**src/rtl/spi_master_gen_pkg.sv**
```systemverilog
// spi_pkg: shared types and constants for the SPI master.
//   spi_state_t : transfer FSM states
//   MODE0..3    : SPI modes encoded as {cpol, cpha}
//   cs_none()   : the chip-select index meaning "no CS asserted"
package spi_pkg;

    typedef enum logic [1:0] {
        IDLE  = 2'd0,
        SETUP = 2'd1,
        XFER  = 2'd2,
        HOLD  = 2'd3
    } spi_state_t;

    localparam logic [1:0] MODE0 = 2'b00;
    localparam logic [1:0] MODE1 = 2'b01;
    localparam logic [1:0] MODE2 = 2'b10;
    localparam logic [1:0] MODE3 = 2'b11;

    // Any cs_sel at or above this index leaves every CS deasserted.
    function automatic int cs_none(input int num_cs);
        return num_cs;
    endfunction

endpackage

```
**src/rtl/spi_master_gen_if.sv**
```systemverilog
// spi_master_gen_if: control/status handshake plus the SPI pins.
//   master modport : seen by the SPI master (spi_master_gen)
//   slave  modport : seen by the controlling logic / SPI device side
interface spi_master_gen_if #(
    parameter int DATA_W = 8,
    parameter int NUM_CS = 2,
    parameter int DIV_W  = 8
);
    localparam int CS_W = $clog2(NUM_CS) + 1;

    logic              start;
    logic [DATA_W-1:0] tx_data;
    logic [CS_W-1:0]   cs_sel;
    logic              hold_cs;
    logic              cs_release;
    logic              cpol;
    logic              cpha;
    logic [DIV_W-1:0]  clk_div;
    logic              busy;
    logic              done;
    logic [DATA_W-1:0] rx_data;
    logic              spiCLK;
    logic [NUM_CS-1:0] spiCS;
    logic              spiMOSI;
    logic              spiMISO;

    modport master (
        input  start, tx_data, cs_sel, hold_cs, cs_release, cpol, cpha, clk_div, spiMISO,
        output busy, done, rx_data, spiCLK, spiCS, spiMOSI
    );

    modport slave (
        output start, tx_data, cs_sel, hold_cs, cs_release, cpol, cpha, clk_div, spiMISO,
        input  busy, done, rx_data, spiCLK, spiCS, spiMOSI
    );

endinterface

```
**src/rtl/spi_master_gen_half_tick.sv**
```systemverilog
// spi_half_tick: loadable down-counter producing a one-cycle tick every
// (i_load_val + 1) cycles while enabled. The tick marks the last cycle of
// each SPI half-period.
//   clk, srst   : clock, synchronous active-high reset
//   i_load      : latch i_load_val as both current count and reload value
//   i_load_val  : divider value (half-period minus one)
//   i_en        : count enable
//   o_tick      : high in the final cycle of each half-period
module spi_half_tick #(
    parameter int DIV_W = 8
) (
    input  logic             clk,
    input  logic             srst,
    input  logic             i_load,
    input  logic [DIV_W-1:0] i_load_val,
    input  logic             i_en,
    output logic             o_tick
);
    logic [DIV_W-1:0] r_cnt;
    logic [DIV_W-1:0] r_reload;

    always_ff @(posedge clk) begin
        if (srst) begin
            r_cnt    <= '0;
            r_reload <= '0;
        end else if (i_load) begin
            r_cnt    <= i_load_val;
            r_reload <= i_load_val;
        end else if (i_en) begin
            if (r_cnt == '0) r_cnt <= r_reload;
            else             r_cnt <= r_cnt - DIV_W'(1);
        end
    end

    assign o_tick = i_en && (r_cnt == '0);

endmodule

```
**src/rtl/spi_master_gen.sv**
```systemverilog
// spi_master_gen: parametrised SPI master (all four modes, runtime divider,
// multiple active-low chip selects, optional CS hold across words).
//   clk50, reset : clock, synchronous active-high reset
//   bus          : spi_master_gen_if.master -- start/tx_data/cs_sel/hold_cs/
//                  cs_release/cpol/cpha/clk_div in, busy/done/rx_data out,
//                  spiCLK/spiCS/spiMOSI out, spiMISO in
module spi_master_gen
    import spi_pkg::*;
#(
    parameter int DATA_W = 8,
    parameter int NUM_CS = 2,
    parameter int DIV_W  = 8
) (
    input  logic clk50,
    input  logic reset,
    spi_master_gen_if.master bus
);
    localparam int CS_W   = $clog2(NUM_CS) + 1;
    localparam int EDGE_W = $clog2(2 * DATA_W) + 1;
    localparam logic [EDGE_W-1:0] LAST_EDGE   = EDGE_W'(2 * DATA_W);
    localparam logic [CS_W-1:0]   CS_NONE_IDX = CS_W'(cs_none(NUM_CS));

    spi_state_t        r_state;
    logic              r_busy;
    logic              r_done;
    logic [DATA_W-1:0] r_rx_data;
    logic [DATA_W-1:0] r_rx;
    logic [DATA_W-1:0] r_tx;
    logic [EDGE_W-1:0] r_edge;
    logic [NUM_CS-1:0] r_cs;
    logic              r_sclk;
    logic              r_mosi;
    logic              r_cpol;
    logic              r_cpha;
    logic              r_hold;

    logic              w_tick;
    logic              w_load;
    logic              w_edge_evt;
    logic              w_sample;
    logic [NUM_CS-1:0] w_cs_dec;

    assign w_load = (r_state == IDLE) && bus.start;

    spi_half_tick #(.DIV_W(DIV_W)) u_tick (
        .clk        (clk50),
        .srst       (reset),
        .i_load     (w_load),
        .i_load_val (bus.clk_div),
        .i_en       (r_state != IDLE),
        .o_tick     (w_tick)
    );

    // Active-low one-hot decode; out-of-range selects leave all lines high.
    genvar gi;
    generate
        for (gi = 0; gi < NUM_CS; gi++) begin : g_cs_dec
            assign w_cs_dec[gi] = !((bus.cs_sel == CS_W'(gi)) && (bus.cs_sel < CS_NONE_IDX));
        end
    endgenerate

    // The SETUP-ending tick is edge 0; XFER ticks are edges 1..2*DATA_W-1,
    // and the tick with r_edge == LAST_EDGE only closes the last half-period.
    assign w_edge_evt = w_tick && ((r_state == SETUP) ||
                                   ((r_state == XFER) && (r_edge != LAST_EDGE)));
    // Even edges sample when cpha=0, odd edges sample when cpha=1.
    assign w_sample   = (r_edge[0] == r_cpha);

    always_ff @(posedge clk50) begin
        if (reset) begin
            r_state   <= IDLE;
            r_busy    <= 1'b0;
            r_done    <= 1'b0;
            r_rx_data <= '0;
            r_rx      <= '0;
            r_tx      <= '1;
            r_edge    <= '0;
            r_cs      <= '1;
            r_sclk    <= 1'b0;
            r_mosi    <= 1'b1;
            r_cpol    <= 1'b0;
            r_cpha    <= 1'b0;
            r_hold    <= 1'b0;
        end else begin
            r_done <= 1'b0;
            case (r_state)
                IDLE: begin
                    r_sclk <= bus.cpol;
                    r_mosi <= 1'b1;
                    if (bus.start) begin
                        r_state <= SETUP;
                        r_busy  <= 1'b1;
                        r_cpol  <= bus.cpol;
                        r_cpha  <= bus.cpha;
                        r_hold  <= bus.hold_cs;
                        r_edge  <= '0;
                        // Also drops a held CS on a different line.
                        r_cs    <= w_cs_dec;
                        if (bus.cpha) begin
                            // MSB goes out on edge 0.
                            r_mosi <= 1'b1;
                            r_tx   <= bus.tx_data;
                        end else begin
                            // MSB is presented before the first edge.
                            r_mosi <= bus.tx_data[DATA_W-1];
                            r_tx   <= {bus.tx_data[DATA_W-2:0], 1'b1};
                        end
                    end else if (bus.cs_release) begin
                        r_cs <= '1;
                    end
                end
                SETUP: begin
                    if (w_tick) r_state <= XFER;
                end
                XFER: begin
                    if (w_tick && (r_edge == LAST_EDGE)) begin
                        r_state <= HOLD;
                        r_sclk  <= r_cpol;
                        r_mosi  <= 1'b1;
                    end
                end
                HOLD: begin
                    if (w_tick) begin
                        r_state   <= IDLE;
                        r_busy    <= 1'b0;
                        r_done    <= 1'b1;
                        r_rx_data <= r_rx;
                        if (!r_hold) r_cs <= '1;
                    end
                end
                default: r_state <= IDLE;
            endcase

            if (w_edge_evt) begin
                r_sclk <= ~r_sclk;
                r_edge <= r_edge + EDGE_W'(1);
                if (w_sample) begin
                    r_rx <= {r_rx[DATA_W-2:0], bus.spiMISO};
                end else begin
                    // Fill with ones so MOSI idles high past the last bit.
                    r_mosi <= r_tx[DATA_W-1];
                    r_tx   <= {r_tx[DATA_W-2:0], 1'b1};
                end
            end
        end
    end

    assign bus.busy    = r_busy;
    assign bus.done    = r_done;
    assign bus.rx_data = r_rx_data;
    assign bus.spiCLK  = r_sclk;
    assign bus.spiCS   = r_cs;
    assign bus.spiMOSI = r_mosi;

endmodule

```
**src/flat_wrapper.sv**
```systemverilog
// flat-port wrapper written by rule: the top's interface ports become plain ports
module spi_master_gen_flat import spi_pkg::*;
#(
    parameter int DATA_W = 8,
    parameter int NUM_CS = 2,
    parameter int DIV_W  = 8
)
  (clk50, reset, bus_start, bus_tx_data, bus_cs_sel, bus_hold_cs, bus_cs_release, bus_cpol, bus_cpha, bus_clk_div, bus_spiMISO, bus_busy, bus_done, bus_rx_data, bus_spiCLK, bus_spiCS, bus_spiMOSI);
  spi_master_gen_if #(.DATA_W(DATA_W), .NUM_CS(NUM_CS), .DIV_W(DIV_W)) bus_i ();
  input  logic clk50;
  input  logic reset;
  input wire logic [$bits(bus_i.start)-1:0] bus_start;
  input wire logic [$bits(bus_i.tx_data)-1:0] bus_tx_data;
  input wire logic [$bits(bus_i.cs_sel)-1:0] bus_cs_sel;
  input wire logic [$bits(bus_i.hold_cs)-1:0] bus_hold_cs;
  input wire logic [$bits(bus_i.cs_release)-1:0] bus_cs_release;
  input wire logic [$bits(bus_i.cpol)-1:0] bus_cpol;
  input wire logic [$bits(bus_i.cpha)-1:0] bus_cpha;
  input wire logic [$bits(bus_i.clk_div)-1:0] bus_clk_div;
  input wire logic [$bits(bus_i.spiMISO)-1:0] bus_spiMISO;
  output wire logic [$bits(bus_i.busy)-1:0] bus_busy;
  output wire logic [$bits(bus_i.done)-1:0] bus_done;
  output wire logic [$bits(bus_i.rx_data)-1:0] bus_rx_data;
  output wire logic [$bits(bus_i.spiCLK)-1:0] bus_spiCLK;
  output wire logic [$bits(bus_i.spiCS)-1:0] bus_spiCS;
  output wire logic [$bits(bus_i.spiMOSI)-1:0] bus_spiMOSI;
  assign bus_i.start = bus_start;
  assign bus_i.tx_data = bus_tx_data;
  assign bus_i.cs_sel = bus_cs_sel;
  assign bus_i.hold_cs = bus_hold_cs;
  assign bus_i.cs_release = bus_cs_release;
  assign bus_i.cpol = bus_cpol;
  assign bus_i.cpha = bus_cpha;
  assign bus_i.clk_div = bus_clk_div;
  assign bus_i.spiMISO = bus_spiMISO;
  assign bus_busy = bus_i.busy;
  assign bus_done = bus_i.done;
  assign bus_rx_data = bus_i.rx_data;
  assign bus_spiCLK = bus_i.spiCLK;
  assign bus_spiCS = bus_i.spiCS;
  assign bus_spiMOSI = bus_i.spiMOSI;
  spi_master_gen #(.DATA_W(DATA_W), .NUM_CS(NUM_CS), .DIV_W(DIV_W)) u_core (.clk50(clk50), .reset(reset), .bus(bus_i));
endmodule
```
**config.mk**
```make
export PLATFORM = sky130hd
export DESIGN_NAME = spi_master_gen_flat
export DESIGN_NICKNAME = d
export VERILOG_FILES = /design/src/rtl/spi_master_gen_pkg.sv /design/src/rtl/spi_master_gen_if.sv /design/src/rtl/spi_master_gen_half_tick.sv /design/src/rtl/spi_master_gen.sv /design/src/flat_wrapper.sv
export SDC_FILE = /design/constraint.sdc
export NUM_CORES = 1
export LEC_CHECK = 0
export ABC_AREA = 1
export CAP_MARGIN = 20
export CORE_MARGIN = 2
export CORE_UTILIZATION = 54
export DETAILED_ROUTE_END_ITERATION = 7
export MAX_ROUTING_LAYER = met4
export PLACE_DENSITY = 0.79
export SYNTH_ARGS = -nofsm -noshare
export SYNTH_HDL_FRONTEND = slang
export SYNTH_HIERARCHICAL = 1
export SYNTH_SLANG_ARGS = --single-unit
```
**constraint.sdc**
```tcl
create_clock -name clk50 -period 2.36 [get_ports clk50]
set_clock_uncertainty 0.15 [all_clocks]
set_input_delay 0.59 -clock clk50 [delete_from_list [all_inputs] [get_ports clk50]]
set_output_delay 0.59 -clock clk50 [all_outputs]
set_load 0.05 [all_outputs]
```
==> run summary, run 1 <==
The power per cell area is 1140 mW/mm2. The combined area of the multi-input logic cells came out at 0.00149 mm2. The number of buffers and inverters on the critical path is 1. The detailed-route vias per instance came out at 5.04.

The worst slew margin relative to its limit came out at 0.660. The number of enable-type register cells in the synthesized netlist came out at 0. The synthesis-to-layout area growth is 20.8%.

The worst setup path is launched from a flip-flop. In this run the count of I/O pins placed on the die edge is 40. The number of buffers added for setup after CTS came out at 0. The number of max-capacitance violations reported is 0. The TritonCTS buffer count came out at 5.

Of all cell types, the one taking the most synthesized area is sky130_fd_sc_hd__dfxtp_1. The worst vdd rail ir drop is 0.674 mV. The worst-margin pin slew is 0.509 ns.

Setup violations remaining at the end of the flow were counted as 0. The core area came out at 0.00511 mm2. The post-cts hold buffer count is 0.

The post-cts repair resize count is 0. Sorting the synthesized cells by area gives the leading types as sky130_fd_sc_hd__dfxtp_1, sky130_fd_sc_hd__nand2_1, sky130_fd_sc_hd__a21oi_1. The number of warnings issued by yosys is 6. In this design, the stage delay of the slowest critical-path cell is 0.82 ns.

The critical path goes through clkdlybuf4s50_1. TritonCTS built the clock tree. The number of nets in the final layout came out at 484.

The flip-flop and latch count after synthesis is 56. For this run, the top clock speed supported by timing is 442 MHz. The total number of H-tree levels came out at 2.

The sequential fraction of the synthesis area came out at 0.391. The number of distinct library cell variants in the gate-level netlist after synthesis came out at 33. The area of the die came out at 0.00591 mm2. The sequential cell area is 0.00112 mm2. The die outline width came out at 76.9 um. The clock edge transition at the registers on the reported setup and hold paths came out at 0.11 ns. For the worst-skew pair, the clock arrives at the later sink with an insertion delay of 0.32 ns. Ranked by instance count, the synthesized netlist is headed by sky130_fd_sc_hd__nand2_1, sky130_fd_sc_hd__dfxtp_1, sky130_fd_sc_hd__a21oi_1.

The worst hold slack across all endpoints is 0.322 ns. In this run, the number of DRC markers left after iteration 0 of detailed routing was 181. The starting utilization of the core area came out at 0.561. In the post-synthesis netlist, the cell with the most instances is sky130_fd_sc_hd__nand2_1. The global routing usage summed across all routing layers is 0.233. The routability-driven placement congestion ratio came out at 0.895.

The fill cell instance count of the final layout is 453. Data on the critical path is required at its endpoint by 1.62 ns. The run finished with clean final reports. The share of synthesized area in the top cell type comes to 0.391. The number of global-route vias before repair was 2444.

The pre-antenna-repair detailed-routing pass consisted of 4 iterations. The primary flip-flop cell chosen by synthesis mapping is sky130_fd_sc_hd__dfxtp_1. The final number of max-transition violations came out at 0. The type of the worst min-delay path is reg2reg. In this run the tool buffered the top-level ports with 39 buffer cells. The number of antenna violations at the first check in global routing is 0.

The floorplan die height came out at 76.9 um. The total negative setup slack came out at 0 ns. Entering global routing, the biggest net connects 22 pins.

The synthesized area per cell is 7.10 um2. The row count came out at 26. The count of nets left with antenna violations once routing finished came out at 0. The count of vias placed by the detailed router came out at 2624. The number of antenna cells inserted is 0. In the routed design, unresolved DRC markers number 0. At the worst endpoint, the arrival time is 1.52 ns. Global routing finished with a remaining overflow of 0. After synthesis, the share of flip-flops with an asynchronous set or reset is 0.

The maximum fanout along the worst path is 3. The post-synthesis instance area is 0.00287 mm2. The cell count after synthesis is 404. The total wirelength of the detailed-routed design is 6300 um.

The analysis attributes to cell leakage a power of 1.54 nW. The first global-routing pass estimated 10900 um of wire. The time the worst path needs with I/O delays and setup is 2.26 ns. The fraction of layout instances using a drive strength above 1 came out at 0.104. The root buffer selected by CTS is sky130_fd_sc_hd__clkbuf_8.

Setup repair after global routing left no endpoint under its margin. The post-detailed-placement half-perimeter wirelength is 4660 um. The post-synthesis net count is 438. The period utilization is 0.958. The endpoint kind of the worst setup timing path is an output pin.

The cell type group with the largest total delay on the critical path is buffers and inverters. No sink is reached through more buffers than the 2 on the longest clock path. The hold violation count in the final report was 0. The worst setup path is of the reg2out kind. For this design, the sink count on the clock tree is 56.

For this design, the slowest cell found on the critical path is sky130_fd_sc_hd__clkdlybuf4s50_1. After detailed routing, the average wire length per cell comes to 12.1 um.
stage by stage:
stage | util | cell area (um2) | std cells | power [W] | setup WS, ns
5_1_grt | 0.678 | 3460 | 521 | 0.00428 | 0.00340
6_report | 0.678 | 3460 | 521 | 0.00396 | 0.0991
3_5_place_dp | 0.659 | 3360 | 513 | 0.00339 | 0.188
2_1_floorplan | - | 2870 | 404 | 0.00289 | 0.315
4_1_cts | 0.678 | 3460 | 521 | 0.00395 | 0.0999
3_3_place_gp | 0.659 | 3360 | 513 | 0.00335 | 0.231
layout make-up:
type,count,area share
Multi-Input combinational cell,288,0.431
Timing Repair Buffer,51,0.139
Tap cell,70,0.0253
Inverter,48,0.0535
Sequential cell,56,0.324
Clock buffer,5,0.0199
Clock inverter,3,0.00795
registers in the layout, summed over array words and instances, names as in the netlist, 2 cells and up:
| name | count |
|---|---|
| u_core/bus.spiCS | 2 |
| u_core/r_state | 2 |
| u_core/u_tick/r_reload | 8 |
| u_core/r_rx | 8 |
| u_core/u_tick/r_cnt | 8 |
| u_core/r_tx | 8 |
| u_core/bus.rx_data | 8 |
| u_core/r_edge | 5 |
worst reg2reg max path: stages, from the launching register on:
cell and delay, ns:
sky130_fd_sc_hd__dfxtp_1 0.33, sky130_fd_sc_hd__inv_1 0.12, sky130_fd_sc_hd__ha_1 0.16, sky130_fd_sc_hd__nand2_1 0.12, sky130_fd_sc_hd__nor2_8 0.22, sky130_fd_sc_hd__inv_6 0.08, sky130_fd_sc_hd__nor2_2 0.14, sky130_fd_sc_hd__buf_4 0.17
sky130_fd_sc_hd__nand3_1 0.10, sky130_fd_sc_hd__nand2_1 0.11, sky130_fd_sc_hd__nand2_1 0.09, sky130_fd_sc_hd__inv_1 0.08, sky130_fd_sc_hd__nand2_1 0.05, sky130_fd_sc_hd__a21oi_1 0.12
metal layers:
layer  GRT usage  share of wire
met1       0.292           0.47
met2       0.378           0.48
met3      0.0400          0.047
met4      0.0873         0.0054
met5           -              0
final timing paths:
path	startpoint	end	slack (ns)	depth (start not counted)
worst min register to register	u_core/r_tx[0]$_SDFF_PP1_	u_core/r_tx[1]$_SDFF_PP1_	0.32	2
worst min-delay path	u_core/r_tx[0]$_SDFF_PP1_	u_core/r_tx[1]$_SDFF_PP1_	0.32	2
worst max-delay path	u_core/bus.spiCLK$_SDFFE_PP0P_	bus_spiCLK	0.1	1
worst max register to register	u_core/u_tick/r_cnt[0]$_SDFFE_PP0P_	u_core/r_state[0]$_SDFFE_PP0P_	0.24	13
layout by cell type (no fill, tap or decap), drive strengths merged:
master,synthesis,routed
dfxtp,56,56
xor2,1,1
nor2,48,48
nand2,98,98
nand3,35,35
clkinvlp,0,1
clkinv,1,2
ha,8,8
o21ai,29,29
a21boi,5,5
o211ai,1,1
clkbuf,4,5
buf,8,12
nand4,3,3
xnor2,3,3
clkdlybuf4s50,0,39
a21oi,56,56
inv,47,48
nand3b,1,1
report_power, final:
group | internal [W] | switching (W) | leakage, nW | total (W)
sequential | 0.00116 | 0.000179 | 0.458 | 0.00134
combinational | 0.000757 | 0.00130 | 1.03 | 0.00206
clock | 0.000219 | 0.000346 | 0.0463 | 0.000565
total | 0.00214 | 0.00182 | 1.54 | 0.00396
cells by family (layout without fill, tap and decap cells):
kind of cell,Yosys count,count (layout),share of synthesized area
and+or+nand+nor,185,185,0.301
xor gates and xnor gates,4,4,0.0122
AOI/OAI and AO/OA,91,91,0.172
adders and majority gates,8,8,0.0349
buffers and inverters,60,107,0.0890
DFF,56,56,0.391
Power figures use the tool's default switching activity.
==> inputs of run 2 (changes only) <==
- CELL_PAD_IN_SITES_DETAIL_PLACEMENT: unset -> 0
- CELL_PAD_IN_SITES_GLOBAL_PLACEMENT: unset -> 1
- CORE_UTILIZATION: 54 -> 39
- PLACE_DENSITY: 0.79 -> unset
- PLACE_DENSITY_LB_ADDON: unset -> 0.1
- REMOVE_ABC_BUFFERS: unset -> 1
==> run 2 against run 1 <==
First-iteration DRC count shrank 33%. Final cell count grew 5.8%. Register-to-register slack lost 0.02 ns. Sequential power is essentially flat. Setup slack gained 0.025 ns. Via count is essentially flat. Total power grew 2.2%. Worst hold slack lost 0.0050 ns. Largest power group unchanged. Non-clock buffer count grew 1. Flip-flop and latch count is the same. Critical path depth is the same. Die area grew 36%.
==> run summary, run 2 (synthesis gave the netlist of run 1 again) <==
By startpoint and endpoint, the worst setup path is classified as reg2out. The nature of the critical path startpoint is a flip-flop. The number of buffers added for setup after CTS came out at 0 (unchanged). Tracing the worst setup path back leads to its startpoint at u_core/bus.spiCLK$_SDFFE_PP0P_. The largest net degree at the start of global routing came out at 32 (+45%).

The total design power came to 0.00405 W (+2.2%). The post-detailed-placement half-perimeter wirelength is 4780 um (+2.7%). The number of nets in the final layout was 485 (+0.21%).

The area of the die came to 0.00805 mm2 (+36%). The count of final setup violators is 0 (unchanged). The logic depth of the worst register-to-register path came out at 11 (-2). The fraction of layout instances using a drive strength above 1 is 0.104 (-0.000231).

The count of placed standard cells including taps is 542 (+5.7%). The total negative setup slack came out at 0 ns (unchanged). The period utilization is 0.947 (-0.0107). The worst slew margin relative to its limit came out at 0.668 (+0.00843). The library cells used most frequently in the layout, excluding fill and tap cells, are sky130_fd_sc_hd__nand2_1, sky130_fd_sc_hd__dfxtp_1, sky130_fd_sc_hd__a21oi_1. The total number of H-tree levels came out at 2 (unchanged). The global-route wire length before repair is 11400 um (+4.9%). The worst endpoint required time came to 1.62 ns (about the same). The time the worst path needs with I/O delays and setup came out at 2.24 ns (-0.0254 ns).

The number of max-capacitance violations reported came to 0 (unchanged). The post-cts repair resize count came out at 0 (unchanged). The latest clock arrival within the worst-skew pair is 0.31 ns (about the same). The hold-critical path depth is 2 (unchanged).

The cell type group with the largest total delay on the critical path is buffers and inverters. The static leakage power came out at 1.56 nW (+1.2%). The largest individual stage delay along the critical path comes from the cell sky130_fd_sc_hd__clkdlybuf4s50_1.

The worst hold slack across all endpoints is 0.317 ns (-0.00498 ns). The number of top-level design ports came out at 40 (unchanged). The library cell used most frequently in the layout, excluding fill and tap cells, is sky130_fd_sc_hd__nand2_1.

The final number of max-transition violations came to 0 (unchanged). The number of cells in the finished layout apart from fillers came out at 551 (+5.8%). The worst-margin pin slew is 0.496 ns (-0.0126 ns). The synthesis-to-layout area growth came out at 23.0%. The number of antenna violations at the first check in global routing came out at 0 (unchanged).

The final worst slack is 0.124 ns (+0.0254 ns). The pre-CTS setup slack is 0.167 ns (-0.0212 ns). The number of DRC markers after the initial detailed-route iteration came out at 121 (-33%). The flow ran to the end, and the final reports show no timing, DRC or antenna violations. The count of clock tree sinks came out at 56 (unchanged). The row count came out at 31 (+19%). The core area is 0.00718 mm2 (+40%). The detailed-route vias per instance is 4.77 (-5.4%). The power per cell area came out at 1150 mW/mm2 (+0.41%). The global-route congestion overflow total came to 0 (unchanged).

The buffer and inverter count on the worst path came to 1 (unchanged). The endpoint kind of the worst setup timing path is an output pin. The count of vias placed by the detailed router is 2626 (+0.076%). Traced cell by cell, the critical path runs through clkdlybuf4s50_1. The number of detailed-routing iterations run before antenna repair is 4 (unchanged).

The number of antenna cells inserted is 0 (unchanged). The global routing usage summed across all routing layers was 0.175 (-0.0585). The remaining antenna violation count is 0 (unchanged). The maximum fanout along the worst path came to 3 (unchanged). The routability-driven placement congestion ratio is 0.851 (-4.9%). The path class of the tightest hold or removal check is reg2reg. The floorplan die height is 89.7 um (+17%). The maximum count of clock buffers along a single path is 2 (unchanged). The clock edge transition at the registers on the reported setup and hold paths was 0.10 ns (about the same). TritonCTS built the clock tree. The startpoint identified for the worst hold timing path is u_core/u_tick/r_reload[3]$_SDFFE_PP0P_. The number of buffers inserted by port buffering is 39 (unchanged). Setup repair after global routing left no endpoint under its margin.

The worst path arrival time is 1.50 ns (-0.02 ns). The post-cts hold buffer count is 0 (unchanged). The tree is rooted in a sky130_fd_sc_hd__clkbuf_8. The die outline width is 89.7 um (+17%). The worst vdd rail ir drop came out at 0.389 mV (-42%). The starting utilization of the core area is 0.399 (-0.162).

The top achievable clock speed is 447 MHz (+1.1%). The TritonCTS buffer count is 5 (unchanged). The delay of the slowest cell on the worst path is 0.81 ns (about the same). The hold violation count in the final report came out at 0 (unchanged). The worst register-to-register path begins at u_core/u_tick/r_cnt[0]$_SDFFE_PP0P_.

The number of global-route vias before repair is 2513 (+2.8%). The total wirelength of the detailed-routed design is 6730 um (+6.9%). The DRC violation count after routing is 0 (unchanged). The critical path depth came out at 1 (unchanged). The detail-routed net length per standard cell is 12.2 um (+1.1%).
-- run 2: worst paths after layout --
check	slack [ns]	endpoint
setup / recovery	0.12	bus_spiCLK
hold / removal	0.32	u_core/u_tick/r_reload[3]$_SDFFE_PP0P_
setup reg to reg	0.22	u_core/bus.spiCS[0]$_SDFFE_PP1P_
hold reg to reg	0.32	u_core/u_tick/r_reload[3]$_SDFFE_PP0P_
-- run 2: power by group --
group | switching (W) | total (W) | internal [W]
logic | 0.00130 | 0.00207 | 0.000776
registers | 0.000172 | 0.00133 | 0.00116
clock network | 0.000322 | 0.000642 | 0.000320
total | 0.00179 | 0.00405 | 0.00226
-- run 2: routing by layer --
metal | GRT usage | vias up | routed length, um
met5 | - | - | 0
met4 | 0.0410 | 0 | 97
met3 | 0.0327 | 10 | 254
met2 | 0.290 | 45 | 3210
met1 | 0.223 | 1179 | 3170
li1 | - | 1392 | -
-- run 2: through the flow --
stage,area (um2),util
5_1_grt,3520,0.491
4_1_cts,3520,0.490
2_1_floorplan,2800,-
3_5_place_dp,3400,0.474
6_report,3520,0.491
3_3_place_gp,3400,0.474
-- run 2: final cells by class --
cell class                      count  area, um2
Tap cell                           99        124
Clock inverter                      3       47.5
Fill cell                         734       3650
Inverter                           48        185
Multi-Input combinational cell    288       1490
Timing Repair Buffer               52        488
Clock buffer                        5       68.8
Sequential cell                    56       1120
==> inputs of run 3 (changes only) <==
- CORE_ASPECT_RATIO: unset -> 1.25
- TNS_END_PERCENT: unset -> 5
==> run 3 against run 2 <==
Setup slack got worse by 0.0085 ns. Critical path type unchanged. Critical endpoint is now bus_spiMOSI. Largest power group unchanged. First-iteration DRC count fell by 45%. Clock-buffer cell count is 3 higher. Largest cell class unchanged. Core utilization is 0.83 points higher.
==> run summary, run 3 (synthesis gave the netlist of run 1 again) <==
The run finished with clean final reports. The period utilization came out at 0.951 (+0.00358). The library cells used most frequently in the layout, excluding fill and tap cells, are sky130_fd_sc_hd__nand2_1, sky130_fd_sc_hd__dfxtp_1, sky130_fd_sc_hd__a21oi_1. The power per cell area was 1130 mW/mm2 (-1.6%).

The worst hold slack across all endpoints was 0.310 ns (-0.00690 ns). The TritonCTS clock tree is done. The maximum count of clock buffers along a single path came out at 2 (unchanged).

The routability-driven placement congestion ratio came out at 0.796 (-6.5%). STA classifies the critical path startpoint as a flip-flop. The delay of the slowest cell on the worst path was 0.82 ns (about the same). The register-to-register path setup slack came out at 0.30 ns (+0.08 ns). The global routing usage summed across all routing layers is 0.186 (+0.0112). The DRC violation count after routing is 0 (unchanged). For hold timing, the worst endpoint is u_core/r_tx[1]$_SDFF_PP1_. The total design power came to 0.00399 W (-1.5%). The worst endpoint required time came out at 1.62 ns (about the same). The count of vias placed by the detailed router came out at 2678 (+2.0%). The final worst slack is 0.116 ns (-0.00846 ns).

The cell area after placement came out at 0.00344 mm2 (+1.1%). The final number of max-transition violations was 0 (unchanged). The number of nets in the final layout is 487 (+0.41%). The pre-CTS setup slack is 0.152 ns (-0.0142 ns). The number of buffers added for setup after CTS was 0 (unchanged). The number of DRC markers after the initial detailed-route iteration is 66 (-45%). The type of the setup path with the least slack is reg2out. The row count is 34 (+9.7%). The worst-margin pin slew was 0.497 ns (+0.000690 ns). The post-cts repair resize count came out at 0 (unchanged). The remaining antenna violation count came out at 0 (unchanged).

The latest clock arrival within the worst-skew pair came out at 0.30 ns (about the same). The time the worst path needs with I/O delays and setup is 2.24 ns (+0.00846 ns). The worst hold path begins at u_core/r_tx[0]$_SDFF_PP1_. The library cell used most frequently in the layout, excluding fill and tap cells, is sky130_fd_sc_hd__nand2_1.

The top achievable clock speed is 446 MHz (-0.38%). The design area came out at 0.00353 mm2 (about the same). The fill cell instance count of the final layout came out at 778 (+6.0%).

The post-detailed-placement half-perimeter wirelength is 5090 um (+6.3%). The hold violation count in the final report came out at 0 (unchanged). The area of the die was 0.00806 mm2 (about the same). The total number of H-tree levels came out at 2 (unchanged). The number of antenna violations at the first check in global routing came out at 0 (unchanged). The worst path arrival time came out at 1.50 ns (about the same). The buffer and inverter count on the worst path is 1 (unchanged). The worst setup path is captured at an output pin. The floorplan die height is 99.9 um (+11%).

The clock edge transition at the registers on the reported setup and hold paths was 0.09 ns (about the same). The detailed-route vias per instance is 4.92 (+3.3%). The count of clock tree sinks came out at 56 (unchanged).

The total wirelength of the detailed-routed design came out at 6820 um (+1.2%). Setup repair after global routing left no endpoint under its margin. The synthesis-to-layout area growth is 23.0% (about the same). The static leakage power is 1.56 nW (+0.39%). The worst slew margin relative to its limit is 0.668 (about the same). The number of top-level design ports is 40 (unchanged). The worst vdd rail ir drop came to 0.565 mV (+45%). The detail-routed net length per standard cell is 12.5 um (+2.5%). The number of buffers inserted by port buffering is 39 (unchanged). The global-route wire length before repair came out at 11600 um (+1.3%). The hold-critical path depth is 2 (unchanged). The number of antenna cells inserted was 0 (unchanged). The core area was 0.00706 mm2 (-1.6%). The count of final setup violators came to 0 (unchanged). The maximum fanout along the worst path came out at 2 (-1).

The post-cts hold buffer count is 0 (unchanged). The die outline width is 80.7 um (-10%). The TritonCTS buffer count is 5 (unchanged). The number of max-capacitance violations reported was 0 (unchanged). The starting utilization of the core area is 0.406 (+0.00644). The cell type group with the largest total delay on the critical path is buffers and inverters. The logic depth of the worst register-to-register path came out at 13 (+2). The largest net degree at the start of global routing is 32 (unchanged). CTS placed an instance of sky130_fd_sc_hd__clkbuf_8 at the clock tree root. The tightest min-delay check is of the reg2reg type. The total negative setup slack is 0 ns (unchanged). The largest individual stage delay along the critical path comes from the cell sky130_fd_sc_hd__clkdlybuf4s50_1. The fraction of layout instances using a drive strength above 1 came out at 0.104 (-0.000458).

The global-route congestion overflow total is 0 (unchanged). In this run the critical register-to-register path is launched from u_core/u_tick/r_cnt[0]$_SDFFE_PP0P_. The number of global-route vias before repair is 2646 (+5.3%). The signal on the critical path passes through clkdlybuf4s50_1.

The number of detailed-routing iterations run before antenna repair is 4 (unchanged). The endpoint identified for the worst register-to-register timing path is u_core/r_state[0]$_SDFFE_PP0P_.
## run 3: worst max-delay path by stage
stage	start	slack (ns)	depth (start not counted)	endpoint
2_1_floorplan	u_core/u_tick/r_cnt[0]$_SDFFE_PP0P_	-0.03	11	u_core/bus.spiCS[0]$_SDFFE_PP1P_
3_3_place_gp	bus_start	0.21	8	u_core/u_tick/r_cnt[5]$_SDFFE_PP0P_
3_5_place_dp	bus_start	0.15	7	u_core/r_cpha$_SDFFE_PP0P_
4_1_cts	u_core/bus.spiCLK$_SDFFE_PP0P_	0.1	1	bus_spiCLK
5_1_grt	u_core/bus.spiCLK$_SDFFE_PP0P_	0.07	1	bus_spiCLK
6_report	u_core/bus.spiMOSI$_SDFF_PP1_	0.12	1	bus_spiMOSI
## run 3: final cells by class
class / instances / area (um2) / area share
Multi-Input combinational cell: 288 / 1490 / 0.422
Sequential cell: 56 / 1120 / 0.318
Timing Repair Buffer: 54 / 528 / 0.150
Inverter: 48 / 185 / 0.0525
Tap cell: 90 / 113 / 0.0319
Clock buffer: 8 / 90.1 / 0.0255
## run 3: per-layer routing
metal | vias to the layer above | routed length, um | share of wire | global-route usage
li1 | 1399 | - | - | -
met2 | 35 | 3580 | 0.53 | 0.337
met3 | 8 | 160 | 0.023 | 0.0252
met5 | - | 0 | 0 | -
met1 | 1236 | 2960 | 0.43 | 0.206
met4 | 0 | 111 | 0.016 | 0.0652
## run 3: power breakdown
group / internal, W / switching [W] / leakage, nW
combinational: 0.000808 / 0.00130 / 1.06
sequential: 0.00116 / 0.000179 / 0.458
clock: 0.000240 / 0.000296 / 0.0455
## run 3: per-stage QoR
stage,util,std cells
after floorplan,-,392
after global placement,0.487,536
after detailed placement,0.487,536
after CTS,0.499,544
after global routing,0.499,544
final,0.499,544
## run 3: worst register-to-register path: cells and delay by family (launching register included)
| kind | cells | cell delay (ns) |
|---|---|---|
| fa+ha+maj | 1 | 0.16 |
| buf+inv | 4 | 0.43 |
| compound gates | 1 | 0.11 |
| flops | 1 | 0.35 |
| simple gates | 7 | 0.80 |
==> edit: new RTL, flow settings as in run 2 <==
`DIV_W` is set to 8 in 4 places; all go to 6.
--- a/src/rtl/spi_master_gen_if.sv
+++ b/src/rtl/spi_master_gen_if.sv
@@ -4,7 +4,7 @@
 interface spi_master_gen_if #(
     parameter int DATA_W = 8,
     parameter int NUM_CS = 2,
-    parameter int DIV_W  = 8
+    parameter int DIV_W  = 6
 );
     localparam int CS_W = $clog2(NUM_CS) + 1;
 
--- a/src/rtl/spi_master_gen_half_tick.sv
+++ b/src/rtl/spi_master_gen_half_tick.sv
@@ -7,7 +7,7 @@
 //   i_en        : count enable
 //   o_tick      : high in the final cycle of each half-period
 module spi_half_tick #(
-    parameter int DIV_W = 8
+    parameter int DIV_W = 6
 ) (
     input  logic             clk,
     input  logic             srst,
--- a/src/rtl/spi_master_gen.sv
+++ b/src/rtl/spi_master_gen.sv
@@ -9,7 +9,7 @@
 #(
     parameter int DATA_W = 8,
     parameter int NUM_CS = 2,
-    parameter int DIV_W  = 8
+    parameter int DIV_W  = 6
 ) (
     input  logic clk50,
     input  logic reset,
--- a/src/flat_wrapper.sv
+++ b/src/flat_wrapper.sv
@@ -3,7 +3,7 @@
 #(
     parameter int DATA_W = 8,
     parameter int NUM_CS = 2,
-    parameter int DIV_W  = 8
+    parameter int DIV_W  = 6
 )
   (clk50, reset, bus_start, bus_tx_data, bus_cs_sel, bus_hold_cs, bus_cs_release, bus_cpol, bus_cpha, bus_clk_div, bus_spiMISO, bus_busy, bus_done, bus_rx_data, bus_spiCLK, bus_spiCS, bus_spiMOSI);
   spi_master_gen_if #(.DATA_W(DATA_W), .NUM_CS(NUM_CS), .DIV_W(DIV_W)) bus_i ();
Interface: changed (resized bus_clk_div); port bits go from 40 to 38. The function was not compared with the original's and may differ.
==> edit against run 2 <==
Area after synthesis fell by 9.3%; synthesized cell count fell by 7.4%; total power fell by 12%; sequential cell count fell by 4; die area fell by 8.9%; wire length fell by 14%; worst setup slack improved by 21 ps; design area fell by 10%; critical endpoint unchanged; largest cell class unchanged.
==> edit: results (changes against run 2) <==
Status: finished clean
# placed instances: 488 (-10%)
Gpl congestion: 0.7812 (-8.2%)
Reg2reg end: u_core/r_state[0]
Pin count of the biggest net entering global routing: 32 (unchanged)
Worst slew pin tran: 497.9 ps (+1.873 ps)
Vias/cell: 4.790 (+0.51%)
Post-synthesis cell type count: 27 (-18%)
Dominant cells by area after synthesis: dfxtp_1 (40%), nand2_1 (13%), a21oi_1 (8.9%)
Int Pwr: 0.001977 W (-12%)
Input/output buffers: 37 (-5.1%)
Post-placement worst setup slack: 204.6 ps (+38.08 ps)
R2r startpoint: u_core/r_state[0]
Worst R2R Path Depth: 12 (+1)
Fin nets: 450 (-7.2%)
Placed inst area: 3083 um^2 (-9.3%)
CP peak stage delay: 810 ps (about the same)
Final wirelength: 5.763 mm (-14%)
Crit path DAT: 1470 ps (-30 ps)
HP Class: reg -> reg
DP HPWL: 4.171 mm (-13%)
GRT Util Overall: 17.80% (+0.34 points)
Share of layout cells above drive strength 1: 8.353% (-2.0 points)
R2R setup slack: 270 ps (+50 ps)
Register area share after synthesis: 40.06% (+0.95 points)
VDD IR-drop max: 0.6237 mV (+61%)
Iter 0 DRT Violations: 99 (-18%)
Routed len/inst: 11.62 um (-4.9%)
Top post-synthesis cells by count: nand2_1 (88), dfxtp_1 (52), a21oi_1 (46), nor2_1 (44), inv_1 (43)
Worst path top cell family by delay: buffers and inverters
Worst hold margin: 319.3 ps (+2.309 ps)
Syn. warnings: 6 (unchanged)
Post-Syn Area per Cell: 6.949 um^2 (-2.1%)
Vias in the first global route: 2320 (-7.7%)
Global-route wire length before repair: 10.42 mm (-9.0%)
Fmax: 451.5 MHz (+0.94%)
Critical Path Sink: bus_spiCLK
Lkg Pwr: 1.437 nW (-7.6%)
[edit: layout make-up]
| type | instances | area [um^2] |
|---|---|---|
| well taps | 77 | 96.34 |
| fillers | 666 | 3213 |
| inverters | 46 | 172.7 |
| clock buffers | 5 | 68.82 |
| flip-flops and latches | 52 | 1041 |
| repair buffers | 49 | 460.4 |
| clock inverters | 3 | 18.77 |
| multi-input cells | 264 | 1315 |
[edit: worst min path at each step]
stage	from	to	cells after the start
after floorplan	u_core/r_tx[0]	u_core/r_tx[1]	2
after global placement	u_core/r_tx[4]	u_core/r_tx[5]	2
after detailed placement	u_core/r_tx[3]	u_core/r_tx[4]	2
after CTS	u_core/r_tx[3]	u_core/r_tx[4]	2
after global routing	u_core/u_tick/r_reload[4]	u_core/u_tick/r_reload[4]	2
final	u_core/r_tx[3]	u_core/r_tx[4]	2
[edit: logic make-up after synthesis]
group	after synthesis	share of synthesized area (%)
adder cells (fa/ha/maj)	8	3.852
AND/OR/NAND/NOR	179	30.81
buffers and inverters	58	9.436
XOR/XNOR	3	1.011
flip-flops	52	40.06
AO/OA/AOI/OAI	74	14.83
[edit: routing by layer]
| metal | part of all wire [%] | GRT usage, % | up-vias |
|---|---|---|---|
| met5 | 0 | - | - |
| met1 | 50 | 22.75 | 1061 |
| met4 | 0.69 | 3.463 | 0 |
| met2 | 45 | 28.76 | 32 |
| li1 | - | - | 1276 |
| met3 | 4.1 | 4.524 | 7 |
[edit: power groups by stage]
stage	Combinational [W]	Clock [W]	Sequential, W
global route	0.00207	0.000575	0.00127
global placement	0.00181	0	0.00126
detailed placement	0.00181	0	0.00126
CTS	0.00182	0.000536	0.00124
floorplan	0.00116	0	0.00138
finish	0.00180	0.000518	0.00124
